**config.mk**
```make
export PLATFORM = sky130hd
export DESIGN_NAME = tia_playfield_scan
export DESIGN_NICKNAME = d
export VERILOG_FILES = /design/src/rtl/tia_playfield_pkg.sv /design/src/rtl/tia_playfield_prescaler.sv /design/src/rtl/tia_playfield_scan.sv
export SDC_FILE = /design/constraint.sdc
export NUM_CORES = 1
export LEC_CHECK = 0
export BUFFER_PORTS_ARGS = -buffer_cell sky130_fd_sc_hd__buf_2
export CAP_MARGIN = 30
export CORE_MARGIN = 2
export CORE_UTILIZATION = 51
export CTS_CLUSTER_SIZE = 28
export DETAILED_ROUTE_END_ITERATION = 8
export PLACE_DENSITY = 0.78
export SYNTH_ARGS = -nofsm -noshare
export SYNTH_HDL_FRONTEND = slang
export SYNTH_SLANG_ARGS = --single-unit
```
**constraint.sdc**
```tcl
create_clock -name clk -period 4.7 [get_ports clk]
set_clock_uncertainty 0.05 [all_clocks]
set_input_delay 0.47 -clock clk [delete_from_list [all_inputs] [get_ports clk]]
set_output_delay 0.47 -clock clk [all_outputs]
set_load 0.005 [all_outputs]
```
**src/rtl/tia_playfield_pkg.sv**
```systemverilog
// Shared constants and state encoding for the playfield bit-select sequencer.
package tia_playfield_pkg;

    localparam int NUM_BITS_DEF     = 20;
    localparam int CLKS_PER_BIT_DEF = 4;

    // Cell index map: 0..3 = PF0 bits 4..7, 4..11 = PF1, 12..19 = PF2
    localparam int PF0_BASE = 0;
    localparam int PF1_BASE = 4;
    localparam int PF2_BASE = 12;

    typedef enum logic [1:0] {
        ST_IDLE  = 2'd0,
        ST_LEFT  = 2'd1,
        ST_RIGHT = 2'd2
    } pf_state_e;

endpackage

```
**src/rtl/tia_playfield_prescaler.sv**
```systemverilog
// Mod-CLKS_PER_BIT colour-clock divider; wrap marks the last clock of a bit period.
module tia_playfield_prescaler #(
    parameter int CLKS_PER_BIT = 4
) (
    input  logic clk,
    input  logic reset_n,
    input  logic clr,
    input  logic en,
    output logic wrap
);

    localparam int CNT_W = (CLKS_PER_BIT > 1) ? $clog2(CLKS_PER_BIT) : 1;

    logic [CNT_W-1:0] cnt;

    assign wrap = en && (cnt == CNT_W'(CLKS_PER_BIT - 1));

    always_ff @(posedge clk) begin
        if (!reset_n)
            cnt <= '0;
        else if (clr || wrap)
            cnt <= '0;
        else if (en)
            cnt <= cnt + CNT_W'(1);
    end

endmodule

```
**src/rtl/tia_playfield_scan.sv**
```systemverilog
// Single-clock playfield scan: walks a one-hot select across the left half, then the
// right half in normal or mirrored order, with the gated playfield bit registered alongside.
module tia_playfield_scan
    import tia_playfield_pkg::*;
#(
    parameter int NUM_BITS     = NUM_BITS_DEF,
    parameter int CLKS_PER_BIT = CLKS_PER_BIT_DEF,
    parameter int IDX_W        = $clog2(NUM_BITS)
) (
    input  logic                clk,
    input  logic                reset_n,
    input  logic                start,
    input  logic                reflect,
    input  logic [NUM_BITS-1:0] pf_bits,
    output logic [NUM_BITS-1:0] sel,
    output logic                pf_out,
    output logic                right_half,
    output logic                active,
    output logic                line_done
);

    pf_state_e           state, state_nx;
    logic [IDX_W-1:0]    idx, idx_nx, eff_nx;
    logic                refl_q, refl_nx, done_nx;
    logic                wrap, last;
    logic [NUM_BITS-1:0] sel_nx;

    tia_playfield_prescaler #(.CLKS_PER_BIT(CLKS_PER_BIT)) u_presc (
        .clk     (clk),
        .reset_n (reset_n),
        .clr     (start),
        .en      (state != ST_IDLE),
        .wrap    (wrap)
    );

    // Outputs are registered from the next-state view so sel and pf_out change on the same edge as state.
    always_comb begin
        state_nx = state;
        idx_nx   = idx;
        refl_nx  = refl_q;
        done_nx  = 1'b0;
        last     = (idx == IDX_W'(NUM_BITS - 1));
        if (start) begin
            state_nx = ST_LEFT;
            idx_nx   = '0;
        end else begin
            case (state)
                ST_LEFT: if (wrap) begin
                    if (last) begin
                        state_nx = ST_RIGHT;
                        idx_nx   = '0;
                        refl_nx  = reflect;
                    end else begin
                        idx_nx = idx + IDX_W'(1);
                    end
                end
                ST_RIGHT: if (wrap) begin
                    if (last) begin
                        state_nx = ST_IDLE;
                        idx_nx   = '0;
                        done_nx  = 1'b1;
                    end else begin
                        idx_nx = idx + IDX_W'(1);
                    end
                end
                ST_IDLE: ;
                default: state_nx = ST_IDLE;
            endcase
        end
        eff_nx = (state_nx == ST_RIGHT && refl_nx) ? IDX_W'(NUM_BITS - 1) - idx_nx : idx_nx;
        for (int i = 0; i < NUM_BITS; i++)
            sel_nx[i] = (state_nx != ST_IDLE) && (eff_nx == IDX_W'(i));
    end

    always_ff @(posedge clk) begin
        if (!reset_n) begin
            state      <= ST_IDLE;
            idx        <= '0;
            refl_q     <= 1'b0;
            sel        <= '0;
            pf_out     <= 1'b0;
            right_half <= 1'b0;
            active     <= 1'b0;
            line_done  <= 1'b0;
        end else begin
            state      <= state_nx;
            idx        <= idx_nx;
            refl_q     <= refl_nx;
            sel        <= sel_nx;
            pf_out     <= |(sel_nx & pf_bits);
            right_half <= (state_nx == ST_RIGHT);
            active     <= (state_nx != ST_IDLE);
            line_done  <= done_nx;
        end
    end

endmodule

```
== Word level (Yosys, flattened, before mapping) ==
Cells that the tools add are included.
W data, S select, Z words.

* Flip-flop bits (word level): 34
* Input bits: 24
* Output and inout port bits: 24

* Mux-type cells: 16
* Bitwise logic cells: 4
* Eq/ne operators: 24
* Reduce and logical (&&, ||, !) cells: 31
* Add/sub/neg operators: 3

{| class="wikitable"
|+ Operators by type and width
! operator !! number
|-
| $eq A5 B4 Y1 const B || 8
|-
| $eq A5 B5 Y1 const B || 5
|-
| $mux W5 || 5
|-
| $logic_and A1 B1 Y1 || 22
|-
| $and A20 B20 Y20 || 1
|-
| $eq A5 B3 Y1 const B || 4
|-
| $reduce_or A20 Y1 || 1
|-
| $eq A5 B2 Y1 const B || 2
|-
| $mux W2 || 5
|-
| $eq A2 B2 Y1 const B || 3
|-
| $pmux W2 S3 || 1
|-
| $add A5 B1 Y5 const B || 1
|-
| $eq A5 B1 Y1 const B || 1
|-
| $logic_not A5 Y1 || 1
|-
| $mux W1 || 5
|-
| $sub A5 B5 Y5 const A || 1
|-
| $reduce_bool A2 Y1 || 2
|-
| $reduce_or A2 Y1 || 2
|-
| $reduce_or A4 Y1 || 1
|-
| $not A1 Y1 || 3
|-
| $add A2 B1 Y2 const B || 1
|-
| $eq A2 B1 Y1 const B || 1
|-
| $logic_not A2 Y1 || 1
|-
| $logic_or A1 B1 Y1 || 1
|}

== Depth between registers and ports, before layout ==
Gate-level depths: netlist of the first run.

* Depth after elaboration: 12
* Mapped depth: 15
* Depth with buffers taken out: 13

== Modules after synthesis ==
A second synthesis of the first run with hierarchy kept.

* Cell total of the unflattened synthesis: 209
* Area total of the unflattened synthesis: 1,861.8 um^2

{| class="wikitable"
|+ Modules (own cells, without submodules)
! module !! area an instance (um^2) !! instances !! cells each !! sequential area each (um^2)
|-
| tia_playfield_scan || 1,754.2 || 1 || 198 || 640.6
|-
| tia_playfield_prescaler || 107.6 || 1 || 11 || 40.0
|}

== Worst setup path after synthesis of the first run ==
OpenSTA, ideal clock, no wires.

* Kind: flip-flop to flip-flop
* Start: reg state[0]
* End: reg pf_out
* Period minus slack after synthesis: 3.424 ns
* Arrival: 3.255 ns
* Cell stages (with the launch flop): 16
* Required time: 4.530 ns
* Slack: 1.276 ns
* Path through: dfxtp_1 -> inv_1 -> ha_1 -> buf_2 -> nand4b_1 -> nor3_1 -> a21oi_1 -> nor2_1 -> clkinv_1 -> ha_1 -> mux2i_1 -> buf_6 -> mux4_2 -> clkinv_1 -> o22ai_1 -> o31a_1

* Word-level cells in the longest chain between the ends: 12
* Elaborated cells between the ends (all ways): 65
* Those cells by class: add/sub: 1; eq/ne: 22; mux: 13; bitwise: 1; reduce/logical: 28

{| class="wikitable"
|+ Ends and longest elaborated chain
! item !! line !! text
|-
| start: declaration || tia_playfield_scan.sv:22 || <nowiki>pf_state_e state, state_nx;</nowiki>
|-
| start signal: assignment || tia_playfield_scan.sv:86 || <nowiki>state <= state_nx;</nowiki>
|-
| parallel branches: the longest is 10 deep, another holds $sub A5 B5 Y5 || -- ||
|-
| $and A20 B20 Y20 (*) || tia_playfield_scan.sv:90 || <nowiki>pf_out <= |(sel_nx & pf_bits);</nowiki>
|-
| $reduce_or A20 Y1 (*) || tia_playfield_scan.sv:90 ||
|-
| end signal: assignment || tia_playfield_scan.sv:90 ||
|-
| end: declaration || tia_playfield_scan.sv:16 || <nowiki>output logic pf_out,</nowiki>
|}

Mark *: on every way between the ends.
A chain may end at the register's enable or synchronous reset.

== Worst setup path in the final report of the first run ==
Ends and elaborated chain as after synthesis.

==> impl_metrics.ini, run 1 <==
[floorplan]
num_rows = 21
top_level_ports = 48
die_area_um2 = 3840
fp.dieW_um = 62.0
coreArea_um2 = 3280
die_y_um = 62.0
initial_utilization_pct = 52.2

[place]
place_area_um2 = 1980
dp_hpwl_um = 2880
dp_cells = 288
pre_cts_slack_ps = 1030
portBuffers = 47
place.gp.congestion = 0.832

[route]
viasPerCell = 5.45
routedWlPerCell_um = 12.9
drc = 0
vias = 1612
finalWirelength_um = 3820
dr.pass1.iters = 4
first_iter_violations = 82
ant_nets = 0

[grt]
grt_pass1_wl_um = 6350
overflow = 0
antenna_found_initial = 0
met3_usage_pct = 8.49
grt_use_total_pct = 22.8
grt_pass1_vias = 1494
use_met2_pct = 35.7
top_usage_layer = met2
grt_use_met1_pct = 28.5
grt_max_degree = 14

[clocking]
clock-sinks = 34
cts_hold_buf = 0
htreeDepth = 2
ctsResizeCount = 0
cts_setup_buffers = 0
insertion_delay_ps = 340
clockRootBuffer = clkbuf_4
cts_tree = yes
cts_made_buffers = 5
max-clock-path-buffers = 2
clk_pin_slew_ps = 110

[finish]
stdcell_area_um2 = 2060
final_nets = 280
drive_gt1_share_pct = 26.0
area_delta_synth_final_pct = 20.3
fin_cells = 296
postLayoutCoreUtil_pct = 62.7
antenna_cells = 0

[synthesis]
synth-edff-count = 0
synth.area.top_cells = dfxtp_1, nor2_1, ha_1
ys_ff_latch = 34
ys_seq_area_share_pct = 39.7
syn_nets = 231
synth_most_common_cell = nor2_1
synth_top_area_share_pct = 39.7
syn_inst = 200
synthArstFlopShare_pct = 0
synthTopCellsByCount = nor2_1, dfxtp_1, nand2_1, nor3_1
synth.distinct_cells = 45
synth_area_leader_cell = dfxtp_1
ys.flop_type = dfxtp_1
syn-cell-area_um2 = 1710
ys_warn_count = 0
syn_avg_cell_area_um2 = 8.56

[worst_hold_path]
min_to = pf_out
whs_path_depth = 2
worstHoldPathType = input pin to register
min_from = reset_n

[status]
outcome = finished clean

[timing]
rsz0062_at_grt = no
max_freq_mhz = 271
min_period_over_period_pct = 78.5
holdWs_ps = 330
timing.setup.tns_ps = 0
hold_viol = 0
fin_crit_ps = 3690
slew_violations = 0
setup_viol = 0
setup_slack_ps = 1010
worst_slew_pin_slew_ps = 694
slew_headroom_pct = 53.5

[worst_setup_path]
reg2reg_slack_ps = 1010
r2r_start = state[0]
slowest_delay_ps = 390
r2r_cells = 13
cp.buffers_inverters = 2
crit_type = register to register
endpoint_kind = register
cp_slowest_cell = dfxtp_1
cp.required_ps = 4900
arrival_ps = 3890
start_kind = register
critical_path.max_fanout = 10
cp_cell_sequence = inv_1 -> ha_1 -> nand4b_1 -> nor3_1 -> a21oi_1 -> nor2_1 -> clkinv_1 -> ha_1 -> xnor2_1 -> nor3_1 -> o21ai_1 -> o22ai_1 -> o31a_1
r2r-end = pf_out
crit_family = simple AND/OR/NAND/NOR gates

[power]
leakage_nw = 0.927
vdd_drop_max_mv = 0.184
p_per_area_nw_per_um2 = 264
finalPower_uw = 544

[flow_run]
drv_cap = 0
[state kept, by name (all words and copies together) (netlist names)]
| register | cells |
|---|---|
| line_done | 1 |
| sel | 20 |
| idx | 5 |
| right_half | 1 |
| u_presc.cnt | 2 |
| refl_q | 1 |
| active | 1 |
| state | 2 |
| pf_out | 1 |
[cell usage in the layout, fill, tap and decap left out, drive strengths merged, types with 2 or more instances in the layout]
master / n
a21oi: 8
nand4bb: 2
nor3: 10
ha: 7
nand2: 11
a21boi: 2
dfxtp: 34
or2: 2
xnor2: 2
clkinv: 4
nor2b: 4
clkbuf: 5
a31oi: 2
nand3: 8
a31o: 2
nor2: 40
o211ai: 2
mux2i: 5
mux4: 2
inv: 6
o21ai: 10
clkinvlp: 2
nand2b: 2
or3: 6
nand3b: 3
nor4: 4
nor3b: 2
buf: 48
o22ai: 2
and4bb: 2
[cell type report]
type | instances | area [µm²]
inverters | 10 | 37.5
multi-input cells | 150 | 960
clock buffers | 5 | 37.5
well taps | 46 | 57.6
repair buffers | 48 | 243
flip-flops and latches | 34 | 681
clock inverters | 3 | 45.0
fillers | 290 | 1220
[cells by family (layout without fill, tap and decap cells)]
family / after synthesis / count (layout) / share of synthesized area (%)
XOR/XNOR: 2 / 2 / 1.46
multiplexers: 7 / 7 / 5.55
flip-flops: 34 / 34 / 39.7
AO/OA/AOI/OAI: 36 / 36 / 14.8
adder cells (fa/ha/maj): 7 / 7 / 5.11
AND/OR/NAND/NOR: 98 / 98 / 29.1
buffers and inverters: 16 / 66 / 4.24
[worst max-delay path by stage]
| stage | startpoint | to | slack, ps | depth (start not counted) |
|---|---|---|---|---|
| finish | state[0] | pf_out | 1010 | 13 |
| global route | state[1] | pf_out | 620 | 13 |
| CTS | state[1] | pf_out | 1010 | 13 |
| detailed placement | state[0] | pf_out | 1030 | 13 |
| global placement | state[1] | pf_out | 1170 | 14 |
| floorplan | state[0] | pf_out | 1280 | 15 |
[layer usage]
metal  vias to the layer above  wire (µm)
met1                       743       1720
met3                         5        249
met4                         0         50
met2                        56       1800
li1                        808          -
met5                         -          0
[report_power, final]
group | internal [mW] | switching (mW)
Clock | 0.111 | 0.105
Sequential | 0.291 | 0.00137
Combinational | 0.0169 | 0.0180
Total | 0.419 | 0.124
Note: power is estimated with default switching activity, not from simulation.
==> run 2, diff against run 1 <==
Clock period 4.7 ns to 3.4 ns, I/O delays scaled along.
==> impl_metrics.ini, run 2 (synthesis gave the netlist of run 1 again) <==
[route]
first_iter_violations = 68
routedWlPerCell_um = 12.7
dr_wl_met2_um = 1820
vias = 1594
drc = 0
finalWirelength_um = 3900
viasPerCell = 5.19
wl_met3_um = 148
routedLengthMet1_um = 1890
ant_nets = 0
routed.top_layer = met4
dr.pass1.iters = 4

[floorplan]
die_y_um = 62.0
num_rows = 21
top_level_ports = 48
die_area_um2 = 3840
initial_utilization_pct = 52.2
fp.dieW_um = 62.0
coreArea_um2 = 3280

[worst_setup_path]
cp.required_ps = 3590
cp_cell_sequence = inv_1 -> ha_1 -> nand4b_1 -> nor3_1 -> a21oi_1 -> nor2_1 -> clkinv_2 -> ha_1 -> mux2i_1 -> buf_4 -> mux4_2 -> clkinv_1 -> o22ai_1 -> o31a_1
cp_slowest_cell = dfxtp_1
crit_family = adder cells
cp.buffers_inverters = 4
slowest_delay_ps = 420
critical_path.max_fanout = 12
cp_common_cell = ha_1
start_kind = register
crit_type = register to register
arrival_ps = 3360
endpoint_kind = register

[finish]
final_nets = 291
drive_gt1_share_pct = 29.5
fin_cells = 307
antenna_cells = 0
largest_register = sel
area_delta_synth_final_pct = 26.6
reg.largest.list = sel x20, idx x5
final_common_cell = buf_2
largest_reg_flops = 20
layout_common_cells = buf_2, nor2_1, dfxtp_1, buf_4, nand2_1

[power]
p_per_area_nw_per_um2 = 382
intPower_uw = 657
p_sw_uw = 171
p_clk_share_pct = 45.0
leakage_nw = 0.995
swShare_pct = 20.6
p_comb_share_pct = 6.3
vdd_drop_max_mv = 0.226
pwr-share-seq_pct = 48.8

[grt]
antenna_found_initial = 0
grt_pass1_wl_um = 6350
grt_pass1_vias = 1429
overflow = 0
grt_max_degree = 14
grt_use_total_pct = 22.3

[place]
place.gp.congestion = 0.844
portBuffers = 47
dp_cells = 295
dp_hpwl_um = 2840
pre_cts_slack_ps = 240

[clocking]
clk_pin_slew_ps = 110
cts_setup_buffers = 0
htreeDepth = 2
clock-sinks = 34
cts_tree = yes
ctsResizeCount = 0
max-clock-path-buffers = 2
insertion_delay_ps = 340
cts_hold_buf = 0
cts_made_buffers = 5
clockRootBuffer = clkbuf_4

[timing]
fin_crit_ps = 3160
setup_slack_ps = 238
worst_slew_pin_slew_ps = 584
slew_violations = 0
hold_viol = 0
setup_viol = 0
slew_headroom_pct = 60.9
min_period_over_period_pct = 93.0
max_freq_mhz = 316

[status]
outcome = finished clean

[flow_run]
drv_cap = 0

[worst_hold_path]
worstHoldPathType = input pin to register
run 2: path summary, 6_finish.rpt:
| path | startpoint | to | slack, ps | cells after the start |
|---|---|---|---|---|
| worst max register to register | state[1] | pf_out | 240 | 14 |
| worst min-delay path | reset_n | pf_out | 210 | 2 |
| worst min register to register | u_presc.cnt[1] | u_presc.cnt[1] | 480 | 2 |
| worst max-delay path | state[1] | pf_out | 240 | 14 |
run 2: through the flow:
step                      hold WS (ps)  utilization, %  power, mW  TNS (ps)  instance area, µm²
after floorplan                    411               -      0.439         0                1710
after global placement             430            61.9      0.463         0                2030
after detailed placement           451            61.9      0.464         0                2030
after CTS                          197            65.1      0.838         0                2140
after global routing               191            66.0      0.862     -9.99                2170
final                              208            66.0      0.828         0                2170
run 2: per-layer routing:
metal / vias up / track usage, %
met5: - / 0
met4: 0 / 8.21
met3: 5 / 5.18
met2: 39 / 32.7
met1: 722 / 31.9
li1: 828 / -
run 2: worst reg2reg max path: cells and delay by family (launching register included):
family,cells,cell delay [ps]
compound gates,3,390
fa+ha+maj,2,630
buf+inv,4,540
flops,1,420
mux,2,450
simple gates,3,590
run 2: area by class of cell:
class                           instances  area, µm²
Clock buffer                            5       37.5
Clock inverter                          3       68.8
Fill cell                             264       1120
Inverter                               10       38.8
Multi-Input combinational cell        150        960
Sequential cell                        34        681
Tap cell                               46       57.6
Timing Repair Buffer                   59        325
run 2: power by group through the flow:
stage               combinational, mW  sequential [mW]  clock, mW
floorplan                      0.0264            0.413          0
global placement               0.0503            0.413          0
detailed placement             0.0511            0.413          0
CTS                            0.0514            0.404      0.383
global route                   0.0581            0.405      0.400
finish                         0.0521            0.404      0.372
==> run 3, diff against run 2 <==
Settings changed: CORE_UTILIZATION 51 to 52, PLACE_DENSITY 0.78 to 0.79, SLEW_MARGIN from default to 20, SYNTH_HIERARCHICAL from default to 1.
==> impl_metrics.ini, run 3 <==
[timing]
slew_headroom_pct = 50.8
worst_slew_pin_slew_ps = 730
fin_crit_ps = 3190
timing.setup.tns_ps = 0
holdWs_ps = 275
setup_viol = 0
hold_viol = 0
setup_slack_ps = 209
slew_violations = 0
rsz0062_at_grt = no
min_period_over_period_pct = 93.9
max_freq_mhz = 313

[grt]
overflow = 0
antenna_found_initial = 0
grt_use_total_pct = 23.7
grt_max_degree = 13
grt_pass1_vias = 1608
grt_pass1_wl_um = 7530

[floorplan]
coreArea_um2 = 3390
initial_utilization_pct = 54.9
die_y_um = 63.8
fp.dieW_um = 63.8
top_level_ports = 48
num_rows = 21
die_area_um2 = 4070

[synthesis]
syn_avg_cell_area_um2 = 8.91
synth_top_area_share_pct = 36.6
synth.distinct_cells = 63
synthTopCellsByCount = dfxtp_1, nor2_1, nand2_1, inv_1, a21oi_1
syn_inst = 209
ys_ff_latch = 34
synth_area_leader_cell = dfxtp_1
ys.flop_type = dfxtp_1
synth-edff-count = 0
syn_nets = 240
synth.area.top_cells = dfxtp_1, nor2_1, ha_1
synthArstFlopShare_pct = 0
syn-cell-area_um2 = 1860
synth_most_common_cell = dfxtp_1
ys_seq_area_share_pct = 36.6
ys_warn_count = 6

[place]
place.gp.congestion = 0.942
dp_cells = 306
portBuffers = 47
place_area_um2 = 2190
pre_cts_slack_ps = 12.5
dp_hpwl_um = 3500

[clocking]
clk_pin_slew_ps = 120
clockRootBuffer = clkbuf_4
clock-sinks = 34
insertion_delay_ps = 350
cts_hold_buf = 0
max-clock-path-buffers = 2
cts_made_buffers = 5
cts_tree = yes
htreeDepth = 2

[worst_setup_path]
slowest_delay_ps = 390
cp_common_cell = inv_1
endpoint_kind = register
cp_slowest_cell = or3_4
start_kind = register
crit_type = register to register
critical_path.max_fanout = 7
cp.required_ps = 3560
arrival_ps = 3350
cp_cell_sequence = inv_1 -> ha_1 -> inv_1 -> and2_4 -> buf_4 -> and3_4 -> nand3_1 -> xnor2_1 -> nand2_1 -> ha_2 -> and3_1 -> o2111a_1 -> or3_4 -> and2_1 -> nand3_2 -> nor2_1

[power]
p_clk_share_pct = 44.7
intPower_uw = 659
pwr-share-seq_pct = 47.5
finalPower_uw = 851
vdd_drop_max_mv = 0.211
p_sw_uw = 192
swShare_pct = 22.6
p_per_area_nw_per_um2 = 361
leakage_nw = 1.02
p_comb_share_pct = 7.8

[finish]
antenna_cells = 0
final_nets = 299
layout_common_cells = buf_2, nor2_1, dfxtp_1, nand2_1, inv_1
postLayoutCoreUtil_pct = 69.5
stdcell_area_um2 = 2350
fin_cells = 315
drive_gt1_share_pct = 35.7
fillers = 283
largest_register = sel
largest_reg_flops = 20
area_delta_synth_final_pct = 26.5
reg.largest.list = sel x20, idx x5
final_common_cell = buf_2

[route]
first_iter_violations = 81
dr.pass1.iters = 5
viasPerCell = 5.68
drc = 0
finalWirelength_um = 4550
vias = 1790
ant_nets = 0
routedWlPerCell_um = 14.4

[flow_run]
drv_cap = 0

[worst_hold_path]
worstHoldPathType = input pin to register

[status]
outcome = finished clean
[run 3: cell count changes after synthesis, moves of 4 or more]
cell | previous run | this run
nor2_1 | 40 | 32
inv_1 | 6 | 12
or3_1 | 6 | 1
nand4_1 | 0 | 4
and2_1 | 0 | 4
nor3_1 | 10 | 0
[run 3: cell families (layout without fill, tap and decap cells)]
group | count (synthesis) | count (layout) | share of synthesized area (%)
buf+inv | 18 | 78 | 4.37
mux | 4 | 4 | 3.09
xor+xnor | 1 | 1 | 0.471
compound gates | 53 | 53 | 22.6
simple gates | 92 | 92 | 28.2
flops | 34 | 34 | 36.6
fa+ha+maj | 7 | 7 | 4.70
[run 3: final cells by class]
class                   instances  area [µm²]  share of cell area (%)
well taps                      46        57.6                    2.44
clock buffers                   5        37.5                    1.59
repair buffers                 56         303                    12.9
inverters                      14        53.8                    2.28
multi-input cells             157        1150                    48.7
clock inverters                 3        68.8                    2.92
flip-flops and latches         34         688                    29.2
[run 3: final timing paths]
kind                  start        endpoint  slack [ps]  cells after the start
min                 reset_n          sel[3]         270                      3
max reg2reg        state[0]         sel[10]         210                     16
min reg2reg  u_presc/cnt[1]  u_presc/cnt[1]         440                      2
max                state[0]         sel[10]         210                     16
[run 3: critical path: cells and delay by family, from the launching register on]
| kind | cells | cell delay (ps) |
|---|---|---|
| AO/OA/AOI/OAI | 1 | 260 |
| flip-flops | 1 | 380 |
| AND/OR/NAND/NOR | 9 | 1480 |
| buffers and inverters | 3 | 280 |
| XOR/XNOR | 1 | 190 |
| adder cells (fa/ha/maj) | 2 | 440 |
[run 3: routing by layer]
layer	part of all wire, %	vias to the layer above	global-route usage [%]
met5	0	-	0
met4	1.9	0	8.70
met3	5.5	9	5.11
met2	46	57	35.3
met1	47	836	33.6
li1	-	888	-
[run 3: what timing repair did]
action | CTS | global route
resized for setup | 4 | 10
pin swaps | 0 | 2
buffers inserted | 0 | 1
setup endpoints to repair | 1 | 14
[run 3: power by group through the flow]
stage / logic, mW / clock network, mW / registers, mW
5_1_grt: 0.0727 / 0.408 / 0.405
3_3_place_gp: 0.0628 / 0 / 0.414
3_5_place_dp: 0.0631 / 0 / 0.414
6_report: 0.0666 / 0.380 / 0.404
2_1_floorplan: 0.0372 / 0 / 0.414
4_1_cts: 0.0636 / 0.386 / 0.405
